`config.mk`:
```
export PLATFORM = sky130hd
export DESIGN_NAME = des_fanout_enqueuer
export DESIGN_NICKNAME = d
export VERILOG_FILES = /design/src/rtl/des_pkg.sv /design/src/rtl/des_fanout_enqueuer.sv
export SDC_FILE = /design/constraint.sdc
export NUM_CORES = 1
export LEC_CHECK = 0
export ABC_AREA = 1
export BUFFER_PORTS_ARGS = -buffer_cell sky130_fd_sc_hd__clkbuf_2
export CAP_MARGIN = 20
export CORE_AREA = 2 2 192 194
export CTS_BUF_LIST = sky130_fd_sc_hd__clkbuf_8
export CTS_CLUSTER_DIAMETER = 60
export DETAILED_ROUTE_END_ITERATION = 8
export DIE_AREA = 0 0 194 196
export PLACE_DENSITY = 0.79
export SYNTH_ARGS = -nofsm -noshare
export SYNTH_HDL_FRONTEND = slang
export SYNTH_SLANG_ARGS = --single-unit
```
`constraint.sdc`:
```
create_clock -name ap_clk -period 2.9 [get_ports ap_clk]
set_input_delay 0.58 -clock ap_clk [delete_from_list [all_inputs] [get_ports ap_clk]]
set_output_delay 0.58 -clock ap_clk [all_outputs]
set_load 0.01 [all_outputs]
```
`src/rtl/des_pkg.sv`:
```
// Shared types for the DES fanout enqueuer: task word layout, FSM state encoding,
// neighbour-word field unpacking and header word defaults.
// Pure declarations; no latency or backpressure of its own.
package des_pkg;

    // Task queue word layout shared with the tile task unit.
    localparam int TS_W     = 32;
    localparam int TTYPE_W  = 4;
    localparam int LOCALE_W = 32;
    localparam int ARGS_W   = 32;

    typedef logic [TS_W-1:0] ts_t;

    typedef struct packed {
        logic [ARGS_W-1:0]   args;
        logic [TTYPE_W-1:0]  ttype;
        logic [LOCALE_W-1:0] locale;
        ts_t                 ts;
    } task_t;

    localparam int TQ_WIDTH = $bits(task_t);

    // Default header layout: word 8 holds the edge-offset array base, word 9 the
    // neighbour array base, both expressed in 32-bit words.
    localparam int HDR_OFF_WORD_DEF = 8;
    localparam int HDR_NBR_WORD_DEF = 9;

    typedef enum logic [3:0] {
        S_IDLE     = 4'd0,
        S_RD_HOFF  = 4'd1,
        S_WT_HOFF  = 4'd2,
        S_RD_HNBR  = 4'd3,
        S_WT_HNBR  = 4'd4,
        S_RD_EDGE  = 4'd5,
        S_WT_EDGE  = 4'd6,
        S_RD_NBR   = 4'd7,
        S_WT_NBR   = 4'd8,
        S_ENQ_CONT = 4'd9,
        S_DRAIN    = 4'd10,
        S_DONE     = 4'd11
    } des_fanout_state_t;

    typedef struct packed {
        logic [31:0] ts;
        logic [31:0] port;
    } nbr_fields_t;

    // Neighbour word: [ts_bits-1:0] timestamp, [ts_bits+port_bits-1:ts_bits] port.
    // Math is done at 64 bits so a 32-bit field width still builds a valid mask.
    function automatic nbr_fields_t unpack_nbr(input logic [31:0] word,
                                               input int ts_bits,
                                               input int port_bits);
        logic [63:0] w;
        nbr_fields_t f;
        w      = {32'd0, word};
        f.ts   = 32'(w & ((64'd1 << ts_bits) - 64'd1));
        f.port = 32'((w >> ts_bits) & ((64'd1 << port_bits) - 64'd1));
        return f;
    endfunction

endpackage

```
`src/rtl/des_fanout_enqueuer.sv`:
```
// Purpose: per input task, read the vertex CSR edge range over L1 AXI and emit one child task per
//   neighbour (up to CHUNK), plus one continuation task when neighbours remain.
// Latency: warm bases, no stalls: ap_start -> first TVALID = RD_EDGE + WT_EDGE + RD_NBR + L1 latency.
// Backpressure: TREADY low holds RREADY low while in the neighbour burst, so no beat is lost.
// Ports: ap_* block-level handshake and debug state; task_in/task_out_V_* task I/O (AXIS out);
//   cfg_invalidate forces a header re-read; m_axi_l1_V_* read-only AXI master (write side idle);
//   undo_log_* unused and tied off.
module des_fanout_enqueuer
    import des_pkg::*;
#(
    parameter int CORE_ID             = 0,
    parameter int TILE_ID             = 0,
    parameter int CHUNK               = 7,
    parameter int HDR_OFF_WORD        = HDR_OFF_WORD_DEF,
    parameter int HDR_NBR_WORD        = HDR_NBR_WORD_DEF,
    parameter int TS_BITS             = 24,
    parameter int PORT_BITS           = 2,
    parameter int CHILD_TTYPE         = 0,
    parameter int CONT_TTYPE          = 1,
    parameter int UNDO_LOG_ADDR_WIDTH = 32,
    parameter int UNDO_LOG_DATA_WIDTH = 32
) (
    input  logic                    ap_clk,
    input  logic                    ap_rst,
    input  logic                    ap_start,
    output logic                    ap_done,
    output logic                    ap_idle,
    output logic                    ap_ready,
    input  logic [TQ_WIDTH-1:0]     task_in,
    output logic [TQ_WIDTH-1:0]     task_out_V_TDATA,
    output logic                    task_out_V_TVALID,
    input  logic                    task_out_V_TREADY,
    input  logic                    cfg_invalidate,
    output logic                    m_axi_l1_V_ARVALID,
    input  logic                    m_axi_l1_V_ARREADY,
    output logic [31:0]             m_axi_l1_V_ARADDR,
    output logic [7:0]              m_axi_l1_V_ARLEN,
    output logic [2:0]              m_axi_l1_V_ARSIZE,
    input  logic                    m_axi_l1_V_RVALID,
    output logic                    m_axi_l1_V_RREADY,
    input  logic [31:0]             m_axi_l1_V_RDATA,
    input  logic                    m_axi_l1_V_RLAST,
    input  logic                    m_axi_l1_V_RID,
    input  logic [1:0]              m_axi_l1_V_RRESP,
    output logic                    m_axi_l1_V_AWVALID,
    input  logic                    m_axi_l1_V_AWREADY,
    output logic [31:0]             m_axi_l1_V_AWADDR,
    output logic [7:0]              m_axi_l1_V_AWLEN,
    output logic [2:0]              m_axi_l1_V_AWSIZE,
    output logic                    m_axi_l1_V_WVALID,
    input  logic                    m_axi_l1_V_WREADY,
    output logic [31:0]             m_axi_l1_V_WDATA,
    output logic [3:0]              m_axi_l1_V_WSTRB,
    output logic                    m_axi_l1_V_WLAST,
    input  logic                    m_axi_l1_V_BVALID,
    output logic                    m_axi_l1_V_BREADY,
    input  logic [1:0]              m_axi_l1_V_BRESP,
    output logic [UNDO_LOG_ADDR_WIDTH+UNDO_LOG_DATA_WIDTH-1:0] undo_log_entry,
    output logic                    undo_log_entry_ap_vld,
    input  logic                    undo_log_entry_ap_rdy,
    output logic [31:0]             ap_state
);

    localparam logic [31:0] CHUNK32 = 32'(CHUNK);

    des_fanout_state_t state;

    logic [31:0] base_off;
    logic [31:0] base_nbr;
    logic        bases_valid;
    logic        inv_pend;      // invalidate seen mid-task: header reads must not re-validate
    logic        err;
    logic [15:0] task_cnt;
    logic [31:0] vid;
    logic [31:0] args_in;
    logic [31:0] start_idx;
    logic [31:0] end_idx;
    logic        edge_second;   // first edge-offset beat already consumed
    logic        more;          // neighbours remain beyond this chunk
    logic [31:0] last_ts;

    task_t       tin;
    task_t       child_t;
    task_t       cont_t;
    nbr_fields_t nf;
    logic [31:0] rem;
    logic [31:0] beats;
    logic        nbr_avail;
    logic        rresp_bad;
    logic        t_hs;

    assign tin       = task_t'(task_in);
    assign rem       = end_idx - start_idx;
    assign beats     = (rem > CHUNK32) ? CHUNK32 : rem;
    assign nbr_avail = start_idx < end_idx;
    assign rresp_bad = m_axi_l1_V_RRESP != 2'b00;
    assign nf        = unpack_nbr(m_axi_l1_V_RDATA, TS_BITS, PORT_BITS);

    always_comb begin
        child_t        = '0;
        child_t.args   = nf.port;
        child_t.ttype  = TTYPE_W'(CHILD_TTYPE);
        child_t.locale = vid;
        child_t.ts     = nf.ts;
        cont_t         = '0;
        cont_t.args    = {args_in[31:16], args_in[15:0] + 16'(CHUNK)};
        cont_t.ttype   = TTYPE_W'(CONT_TTYPE);
        cont_t.locale  = vid;
        cont_t.ts      = last_ts;
    end

    // AR fields are pure decodes of registered state, so they hold steady until ARREADY.
    always_comb begin
        m_axi_l1_V_ARVALID = 1'b0;
        m_axi_l1_V_ARADDR  = 32'd0;
        m_axi_l1_V_ARLEN   = 8'd0;
        case (state)
            S_RD_HOFF: begin
                m_axi_l1_V_ARVALID = 1'b1;
                m_axi_l1_V_ARADDR  = 32'(HDR_OFF_WORD * 4);
            end
            S_RD_HNBR: begin
                m_axi_l1_V_ARVALID = 1'b1;
                m_axi_l1_V_ARADDR  = 32'(HDR_NBR_WORD * 4);
            end
            S_RD_EDGE: begin
                m_axi_l1_V_ARVALID = 1'b1;
                m_axi_l1_V_ARADDR  = base_off + {vid[29:0], 2'b00};
                m_axi_l1_V_ARLEN   = 8'd1;
            end
            S_RD_NBR: begin
                m_axi_l1_V_ARVALID = nbr_avail;
                m_axi_l1_V_ARADDR  = base_nbr + {start_idx[29:0], 2'b00};
                m_axi_l1_V_ARLEN   = 8'(beats - 32'd1);
            end
            default: ;
        endcase
    end

    // Neighbour beats pass straight through to task_out; an errored beat is
    // swallowed (RREADY forced) instead of being forwarded.
    always_comb begin
        task_out_V_TVALID = 1'b0;
        m_axi_l1_V_RREADY = 1'b0;
        case (state)
            S_WT_HOFF, S_WT_HNBR, S_WT_EDGE, S_DRAIN: m_axi_l1_V_RREADY = 1'b1;
            S_WT_NBR: begin
                task_out_V_TVALID = m_axi_l1_V_RVALID && !rresp_bad;
                m_axi_l1_V_RREADY = task_out_V_TREADY || rresp_bad;
            end
            S_ENQ_CONT: task_out_V_TVALID = more;
            default: ;
        endcase
    end

    assign task_out_V_TDATA = (state == S_ENQ_CONT) ? cont_t : child_t;
    assign t_hs             = task_out_V_TVALID && task_out_V_TREADY;

    assign ap_done  = (state == S_DONE);
    assign ap_idle  = (state == S_IDLE);
    assign ap_ready = (state == S_IDLE);
    assign ap_state = {task_cnt, 10'd0, bases_valid, err, state};

    assign m_axi_l1_V_ARSIZE     = 3'b010;
    assign m_axi_l1_V_AWVALID    = 1'b0;
    assign m_axi_l1_V_AWADDR     = 32'd0;
    assign m_axi_l1_V_AWLEN      = 8'd0;
    assign m_axi_l1_V_AWSIZE     = 3'd0;
    assign m_axi_l1_V_WVALID     = 1'b0;
    assign m_axi_l1_V_WDATA      = 32'd0;
    assign m_axi_l1_V_WSTRB      = 4'd0;
    assign m_axi_l1_V_WLAST      = 1'b0;
    assign m_axi_l1_V_BREADY     = 1'b1;
    assign undo_log_entry        = '0;
    assign undo_log_entry_ap_vld = 1'b0;

    always_ff @(posedge ap_clk) begin
        if (ap_rst) begin
            state       <= S_IDLE;
            base_off    <= 32'd0;
            base_nbr    <= 32'd0;
            bases_valid <= 1'b0;
            inv_pend    <= 1'b0;
            err         <= 1'b0;
            task_cnt    <= 16'd0;
            vid         <= 32'd0;
            args_in     <= 32'd0;
            start_idx   <= 32'd0;
            end_idx     <= 32'd0;
            edge_second <= 1'b0;
            more        <= 1'b0;
            last_ts     <= 32'd0;
        end else begin
            if (t_hs) begin
                task_cnt <= task_cnt + 16'd1;
            end
            case (state)
                S_IDLE: begin
                    if (ap_start) begin
                        vid         <= tin.locale;
                        args_in     <= tin.args;
                        inv_pend    <= 1'b0;
                        edge_second <= 1'b0;
                        state       <= (bases_valid && !cfg_invalidate) ? S_RD_EDGE : S_RD_HOFF;
                    end
                end
                S_RD_HOFF: if (m_axi_l1_V_ARREADY) state <= S_WT_HOFF;
                S_WT_HOFF: begin
                    if (m_axi_l1_V_RVALID) begin
                        if (rresp_bad) begin
                            err         <= 1'b1;
                            bases_valid <= 1'b0;
                            state       <= m_axi_l1_V_RLAST ? S_DONE : S_DRAIN;
                        end else begin
                            base_off <= {m_axi_l1_V_RDATA[29:0], 2'b00};
                            if (m_axi_l1_V_RLAST) state <= S_RD_HNBR;
                        end
                    end
                end
                S_RD_HNBR: if (m_axi_l1_V_ARREADY) state <= S_WT_HNBR;
                S_WT_HNBR: begin
                    if (m_axi_l1_V_RVALID) begin
                        if (rresp_bad) begin
                            err         <= 1'b1;
                            bases_valid <= 1'b0;
                            state       <= m_axi_l1_V_RLAST ? S_DONE : S_DRAIN;
                        end else begin
                            base_nbr <= {m_axi_l1_V_RDATA[29:0], 2'b00};
                            if (m_axi_l1_V_RLAST) begin
                                bases_valid <= !inv_pend;
                                state       <= S_RD_EDGE;
                            end
                        end
                    end
                end
                S_RD_EDGE: if (m_axi_l1_V_ARREADY) state <= S_WT_EDGE;
                S_WT_EDGE: begin
                    if (m_axi_l1_V_RVALID) begin
                        if (rresp_bad) begin
                            err   <= 1'b1;
                            state <= m_axi_l1_V_RLAST ? S_DONE : S_DRAIN;
                        end else begin
                            if (!edge_second) begin
                                start_idx   <= m_axi_l1_V_RDATA + {16'd0, args_in[15:0]};
                                edge_second <= 1'b1;
                            end
                            if (m_axi_l1_V_RLAST) begin
                                end_idx <= m_axi_l1_V_RDATA;
                                state   <= S_RD_NBR;
                            end
                        end
                    end
                end
                S_RD_NBR: begin
                    if (!nbr_avail) begin
                        state <= S_DONE;
                    end else if (m_axi_l1_V_ARREADY) begin
                        more  <= rem > CHUNK32;
                        state <= S_WT_NBR;
                    end
                end
                S_WT_NBR: begin
                    if (m_axi_l1_V_RVALID) begin
                        if (rresp_bad) begin
                            err   <= 1'b1;
                            state <= m_axi_l1_V_RLAST ? S_DONE : S_DRAIN;
                        end else if (task_out_V_TREADY) begin
                            last_ts <= nf.ts;
                            if (m_axi_l1_V_RLAST) state <= S_ENQ_CONT;
                        end
                    end
                end
                S_ENQ_CONT: begin
                    if (!more || task_out_V_TREADY) state <= S_DONE;
                end
                S_DRAIN: begin
                    if (m_axi_l1_V_RVALID && m_axi_l1_V_RLAST) state <= S_DONE;
                end
                S_DONE:  state <= S_IDLE;
                default: state <= S_IDLE;
            endcase
            // Invalidate wins over any re-validation in the same cycle; a task in
            // flight keeps using the bases it already holds.
            if (cfg_invalidate) begin
                bases_valid <= 1'b0;
                if (state != S_IDLE) inv_pend <= 1'b1;
            end
        end
    end

endmodule
```
==> results.md, run 1 <==
* Outcome: finished, violations left
* Crit path DAT at ~3.4 ns
* Post-route ant nets at 0
* Die height at between 150 and 200 um
* Core Region at ~0.036 sq mm
* Violated checks: negative setup slack
* Clk buf depth at 3
* Post-Syn Area at ~0.018 sq mm
* Critical Setup Path Class: flip-flop to primary output
* Initial DRC count at approximately 1600
* Yosys warns at 0
* Finished Layout Cells at 3715
* Worst EP required at about 2.3 ns
* Share of cells above drive strength 1 at between 30% and 40%
* Setup Skew at approximately 0.045 ns
* First-pass GRT wire length at ~96 mm
* Nets at between 3000 and 4000
* Worst skew pair latency at 0.62 ns
* Synthesis-stage register bit count at 237
* Pre-CTS WS at -0.633 ns
* Total chip power at 12.9 mW
* Boundary pin count at between 400 and 500
* Commonest non-fill, non-tap cell in the layout: nand2_1
* Syn-to-layout area delta at 35.7%
* Placed Cells at between 3000 and 4000
* Vias/cell at approximately 5.4
* Final Hold Vio Count at 0
* Clock root buffer: clkbuf_8
* Gpl congestion at roughly 1
* DR WL/cell at 17.3 um
* Initial core utilization at 49.2%
* Post-synthesis sequential area ratio at between 20% and 30%
* Num rows at 70
* Syn Inst Count at roughly 2700
* Final Slew Violations at 0
* Total Wirelength at 64.3 mm
* Pre-antenna DRT Iters at 6
* Worst Setup Start Kind: flip-flop
* Clock Sinks at about 240
* Die ar. at ~0.038 sq mm
* Tightest Pin Transition at roughly 0.8 ns
* Most frequent cells in the layout: nand2_1 (408), inv_1 (318), a21oi_1 (316), buf_4 (258), o21ai_0 (257)
* Fmax at 251 MHz
* VDD IR max at approximately 660 uV
* Die width at 194 um
* Via count at 19956
* Fin crit share at 138%
* RSZ-0062 raised after global routing: true
* Pwr per Cell Area at 538 mW/mm^2
* HPWL Detailed at roughly 47 mm
* Antenna violations before repair at 1
* TritonCTS Buffers at 43
* Crit path max fanout at 4
* DRC Markers at 0
* Post-layout min period at about 4 ns
* Overflow after GRT at 0
* Total Routing Usage GR at between 30 and 40%
* Number of port buffers at between 200 and 300
* Worst hold path class: primary input to flip-flop
* Lkg Pwr at roughly 12 nW
* Number of distinct library cells after synthesis at 53
* Reg clk slew, reported paths at 0.06 ns
* Vias in the first global route at 18461
* Setup violators final at 40
* Setup TNS at -21.41 ns
* Pin count of the biggest net entering global routing at about 100
* H-tree depth at 2
* Setup ws final at -1.09 ns
* Max Cap Violations at 0
* CP Capture Type: primary output
* Mean post-synth cell area at about 6.5 sq um
* CTS tree: built
* Max-slew headroom at the worst pin at between 40 and 50%
[worst max-delay path, stage by stage (launching register included)]
cell and delay (ns):
dfxtp_1 0.35, inv_1 0.06, ha_1 0.34, a21oi_1 0.19, buf_4 0.13, nor2_1 0.04
o21bai_1 0.14, nand3_1 0.13, a21oi_1 0.18, nand3_1 0.10, nand2_1 0.10, nand3_2 0.08
nor2_4 0.16, nand2_4 0.10, nor2_4 0.15, ha_4 0.17, inv_1 0.04, nand4_1 0.06
nand2_1 0.06, nor2_2 0.07, buf_2 0.13
[cell type report]
type,instances,area [sq um]
tap,468,586
timing repair buffer,558,3770
multi-input combinational,2021,12600
clock inverter,22,168
clock buffer,56,771
fill,3052,12000
sequential,237,4800
timing repair inverter,1,7.51
antenna,1,2.50
inverter,351,1350
[state kept, by name, summed over array words and instances, names as in the netlist]
register and count:
state 4, err 1, vid 32, base_nbr 30, task_cnt 16, edge_second 1
end_idx 32, last_ts 24, more 1, inv_pend 1, base_off 30, start_idx 32
args_in 32, bases_valid 1
[report_power, final]
part	total, mW	internal, mW	switching, mW
sequential	3.90	3.59	0.317
clock	3.50	1.93	1.57
combinational	5.54	2.20	3.33
total	12.9	7.72	5.22
[path summary, 6_finish.rpt]
kind | start | endpoint | slack, ns | cells past startpoint
setup / recovery | start_idx[24]$_SDFFE_PP0P_ | m_axi_l1_V_ARLEN[2] | -1.09 | 20
hold / removal | cfg_invalidate | bases_valid$_SDFFE_PP0P_ | 0.19 | 2
setup reg to reg | start_idx[28]$_SDFFE_PP0P_ | state[3]$_SDFFE_PP0P_ | 0.11 | 15
hold reg to reg | args_in[24]$_SDFFE_PP0P_ | args_in[24]$_SDFFE_PP0P_ | 0.46 | 2
[kinds of logic after synthesis]
group           Yosys count  share of synthesized area [%]
xor+xnor                 37                           1.83
flops                   237                           26.8
simple gates            926                           22.4
compound gates          771                           22.7
other cells               2                         0.0423
fa+ha+maj               113                           8.14
buf+inv                 648                           18.2
[metrics by stage]
step           hold WS [ns]  cell area, sq um  utilization, %
6_report              0.190             24100            66.7
3_3_place_gp          0.441             20100            55.8
5_1_grt               0.176             24100            66.7
3_5_place_dp          0.456             20100            55.8
4_1_cts               0.167             22600            62.6
2_1_floorplan         0.430             18400               -
[cell usage after synthesis (all sizes together)]
cell | count | area, sq um
o31ai | 2 | 15.0
inv | 348 | 1310
buf | 216 | 1600
o21ai | 327 | 1640
xor2 | 20 | 175
clkbuf | 81 | 305
nand3 | 135 | 691
a2111oi | 1 | 8.76
o311ai | 1 | 8.76
nor3b | 1 | 7.51
clkinv | 3 | 12.5
a221o | 1 | 10.0
or2 | 12 | 75.1
a21o | 12 | 90.1
o21a | 5 | 37.5
dfxtp | 237 | 4740
o22ai | 5 | 31.3
o211ai | 12 | 90.1
and3 | 3 | 18.8
nand2 | 508 | 1930
and2 | 3 | 18.8
o21bai | 10 | 75.1
a21bo | 1 | 10.0
a21boi | 3 | 22.5
ha | 109 | 1360
nand3b | 7 | 65.1
nand4 | 23 | 150
xnor2 | 17 | 149
nor3 | 38 | 200
o221ai | 2 | 17.5
a21oi | 376 | 1890
conb | 2 | 7.51
fa | 4 | 80.1
a31oi | 13 | 81.3
nor4 | 10 | 62.6
nor2 | 186 | 743
[repair_timing]
item,CTS,global route
setup endpoints to repair,67,72
gates resized for setup,326,315
buffers inserted,46,47
pin swaps,96,117
gates cloned,0,1
hold buffers,0,0
[layer usage]
layer / vias up / global-route usage (%) / part of all wire [%]
met2: 1021 / 52.9 / 47
met5: - / 0 / 0
met1: 9105 / 37.6 / 39
met4: 0 / 15.6 / 5.5
met3: 212 / 6.00 / 8.1
li1: 9618 / - / -
Power figures use the tool's default switching activity.
==> inputs of run 2 (changes only) <==
ABC_AREA = not set   (was 1)
==> run 2 against run 1 <==
Net effect:
- the run still ends with negative setup slack left
- critical path depth decreased by 5
- critical path type unchanged
- clock skew decreased by 0.0063 ns
- maximum frequency decreased by 15%
==> results.md, run 2 <==
* Internal power at 7.05 mW (was 7.72 mW)
* Synth async-reset ratio at 0% (unchanged)
* CP Capture Type: primary output (unchanged)
* Synth top area share at 26.8% (about the same)
* Number of distinct library cells after synthesis at 86 (was 53)
* Clk buf depth at 3 (unchanged)
* Post-route ant nets at 0 (unchanged)
* Fin crit share at 163% (was 138%)
* Clock share of power at 32.1% (was 27.0%)
* Final Hold Vio Count at 0 (unchanged)
* Worst hold stages at 2 (unchanged)
* Area after DPL at 0.0214 sq mm (was 0.0201 sq mm)
* Beginning of the critical path: start_idx[18]$_SDFFE_PP0P_ (was start_idx[24]$_SDFFE_PP0P_)
* Violated checks: negative setup slack (unchanged)
* Most frequent cell after synthesis: nand2_1 (unchanged)
* Post-synthesis sequential area ratio at 26.8% (about the same)
* Main flop type after synthesis: dfxtp_1 (unchanged)
* Placed Cells at 3411 (was 3557)
* Total Routing Usage GR at 30.8% (was 31.1%)
* Multiplexer share of the synthesized area at 0.459% (was 0%)
* Die width at 194 um (unchanged)
* Syn Inst Count at 2455 (was 2734)
* Worst skew pair latency at 0.63 ns (was 0.62 ns)
* Reg clk slew, reported paths at 0.07 ns (was 0.06 ns)
* Setup Skew at 0.0387 ns (was 0.0450 ns)
* Critical Setup Path Class: flip-flop to primary output (unchanged)
* Worst hold path class: primary input to flip-flop (unchanged)
* Antenna violations before repair at 0 (was 1)
* Most frequent cells in the layout: nand2_1 (538), buf_4 (388), a21oi_1 (279), clkbuf_2 (232), dfxtp_1 (208) (was nand2_1 (408), inv_1 (318), a21oi_1 (316), buf_4 (258), o21ai_0 (257))
* Sequential Area at 0.00479 sq mm (was 0.00480 sq mm)
* DR WL/cell at 17.7 um (was 17.3 um)
* Psw at 3.91 mW (was 5.22 mW)
* Tightest Pin Transition at 0.756 ns (was 0.817 ns)
* Fmax at 212 MHz (was 251 MHz)
* Pre-CTS WS at -1.37 ns (was -0.633 ns)
* Vias/cell at 5.53 (was 5.37)
* Finished Layout Cells at 3529 (was 3715)
* Gpl congestion at 0.952 (was 0.973)
* Nets at 3292 (was 3475)
* # hold bufs at CTS at 0 (unchanged)
* Outcome: finished, violations left (unchanged)
* VDD IR max at 585 uV (was 657 uV)
* Post-Layout Inst Area at 0.0242 sq mm (was 0.0241 sq mm)
* Yosys top cell by area: dfxtp_1 (unchanged)
* Setup ws final at -1.82 ns (was -1.09 ns)
* WHS at 0.164 ns (was 0.190 ns)
* Fill count at 2938 (was 3052)
* DRC Markers at 0 (unchanged)
* Clock root buffer: clkbuf_8 (unchanged)
* Synth Area in Compound Gates at 22.3% (was 22.7%)
* RSZ-0062 raised after global routing: true (unchanged)
* TritonCTS Buffers at 45 (was 43)
* Number of port buffers at 260 (unchanged)
* Seq pwr share at 34.1% (was 30.2%)
* Via count at 19508 (was 19956)
* Max Cap Violations at 0 (unchanged)
* Initial DRC count at 1305 (was 1595)
* Yosys warns at 0 (unchanged)
* Syn-to-layout area delta at 36.7% (was 35.7%)
* Final Slew Violations at 0 (unchanged)
* Setup violators final at 41 (was 40)
* Total Wirelength at 62.5 mm (was 64.3 mm)
* HPWL Detailed at 46.1 mm (was 47.0 mm)
* Register-to-Register Path Depth at 17 (was 15)
* Max-slew headroom at the worst pin at 49.6% (was 45.5%)
* Synthesis-stage register bit count at 237 (unchanged)
* First-pass GRT wire length at 95.6 mm (about the same)
* Adder-Cell Fraction of Synth Area at 8.15% (was 8.14%)
* Synth top cells by count: nand2_1 (543), a21oi_1 (307), dfxtp_1 (237), buf_4 (216), nor2_1 (129) (was nand2_1 (497), a21oi_1 (375), inv_1 (340), o21ai_0 (316), dfxtp_1 (237))
* Pwr per Cell Area at 452 mW/mm^2 (was 538 mW/mm^2)
* Pre-antenna DRT Iters at 6 (unchanged)
* Mean post-synth cell area at 7.22 sq um (was 6.49 sq um)
* Crit path max fanout at 5 (was 4)
* # diodes at 0 (was 1)
* Num rows at 70 (unchanged)
* Gate power share at 33.8% (was 42.8%)
* Largest family of logic cells by synthesized area: simple AND/OR/NAND/NOR gates (was compound AO/OA/AOI/OAI gates)
* Crit path DAT at 4.14 ns (was 3.41 ns)
* Top post-synthesis cells by area: dfxtp_1 (27%), nand2_1 (12%), buf_4 (9.2%), a21oi_1 (8.7%), ha_1 (7.7%) (was dfxtp_1 (27%), a21oi_1 (11%), nand2_1 (11%), o21ai_0 (8.9%), buf_4 (8.8%))
* Pin count of the biggest net entering global routing at 87 (was 102)
* Vias in the first global route at 18868 (was 18461)
* H-tree depth at 2 (unchanged)
* CTS tree: built (unchanged)
* Clock Sinks at 237 (unchanged)
* Worst Setup Start Kind: flip-flop (unchanged)
* Die ar. at 0.0380 sq mm (unchanged)
* Footprint of the multi-input gates at 0.0129 sq mm (was 0.0126 sq mm)
* Sw Share at 35.7% (was 40.4%)
* Lkg Pwr at 11.0 nW (was 12.0 nW)
* Core Region at 0.0361 sq mm (unchanged)
* Initial core utilization at 49.1% (was 49.2%)
* Simple-gate share of the synthesized area at 23.7% (was 22.4%)
* Share of cells above drive strength 1 at 33.9% (was 33.4%)
* R2r startpoint: start_idx[18]$_SDFFE_PP0P_ (was start_idx[28]$_SDFFE_PP0P_)
* HP Start: cfg_invalidate (unchanged)
* Commonest non-fill, non-tap cell in the layout: nand2_1 (unchanged)
* Post-Synth XOR/XNOR Area at 5.14% (was 1.83%)
* Worst EP required at 2.32 ns (about the same)
* Post-Syn Area at 0.0177 sq mm (about the same)
* Post-layout min period at 4.72 ns (was 3.99 ns)
* Die height at 196 um (unchanged)
* Post-synth EDFFs at 0 (unchanged)
* Overflow after GRT at 0 (unchanged)
* Boundary pin count at 478 (unchanged)
-- run 2: per-layer routing --
| layer | part of all wire, % | wire, um | track usage (%) | vias to the layer above |
|---|---|---|---|---|
| met1 | 38 | 24000 | 35.2 | 9175 |
| met3 | 7.6 | 4760 | 5.72 | 195 |
| met4 | 5.5 | 3440 | 17.9 | 0 |
| met5 | 0 | 0 | 0 | - |
| li1 | - | - | - | 9255 |
| met2 | 48 | 30200 | 53.8 | 883 |
-- run 2: path summary, 6_finish.rpt --
check	to	slack (ns)
worst max register to register	more$_SDFFE_PP0P_	-0.61
worst max-delay path	m_axi_l1_V_ARLEN[2]	-1.82
worst min register to register	args_in[29]$_SDFFE_PP0P_	0.45
worst min-delay path	bases_valid$_SDFFE_PP0P_	0.16
-- run 2: worst max-delay path, stage by stage, from the launching register on --
cell and delay (ns):
dfxtp_1 0.33, inv_1 0.05, ha_2 0.24, a21o_4 0.26, nor4_4 0.28, a2111oi_4 0.11
a2111oi_2 0.35, or4b_4 0.51, nor4_4 0.18, and3_4 0.25, and4_4 0.25, and2_4 0.15
ha_4 0.13, nor2_1 0.04, mux2_4 0.26, clkbuf_2 0.13
-- run 2: kinds of logic after synthesis --
| group | Yosys count |
|---|---|
| AOI/OAI and AO/OA | 639 |
| xor gates and xnor gates | 104 |
| adders and majority gates | 113 |
| buffers and inverters | 410 |
| DFF | 237 |
| muxes | 8 |
| other | 2 |
| and+or+nand+nor | 942 |
-- run 2: repair_timing --
item,CTS,global route
cloned,0,0
gates resized for setup,190,160
setup buffers,17,25
setup endpoints to repair,48,69
pin swaps,103,58
-- run 2: final cells by class --
cell class	count	area share (%)
clock buffers	54	3.07
repair buffers	688	19.6
well taps	468	2.42
inverters	78	1.22
multi-input cells	1980	53.1
clock inverters	24	0.790
flip-flops and latches	237	19.8
-- run 2: stage by stage --
| stage | setup TNS [ns] | utilization (%) | power [mW] |
|---|---|---|---|
| global route | -41.97 | 67.1 | 11.5 |
| floorplan | -5.71 | - | 6.03 |
| detailed placement | -23.13 | 59.2 | 7.00 |
| global placement | -20.45 | 59.2 | 6.92 |
| CTS | -34.48 | 64.9 | 10.7 |
| finish | -37.33 | 67.1 | 11.0 |
-- run 2: power by group through the flow --
stage	clock network, mW	registers (mW)	logic, mW
final	3.52	3.74	3.70
after floorplan	0	3.73	2.30
after global placement	0	3.77	3.15
after detailed placement	0	3.78	3.23
after CTS	3.55	3.71	3.41
after global routing	3.70	3.76	4.04
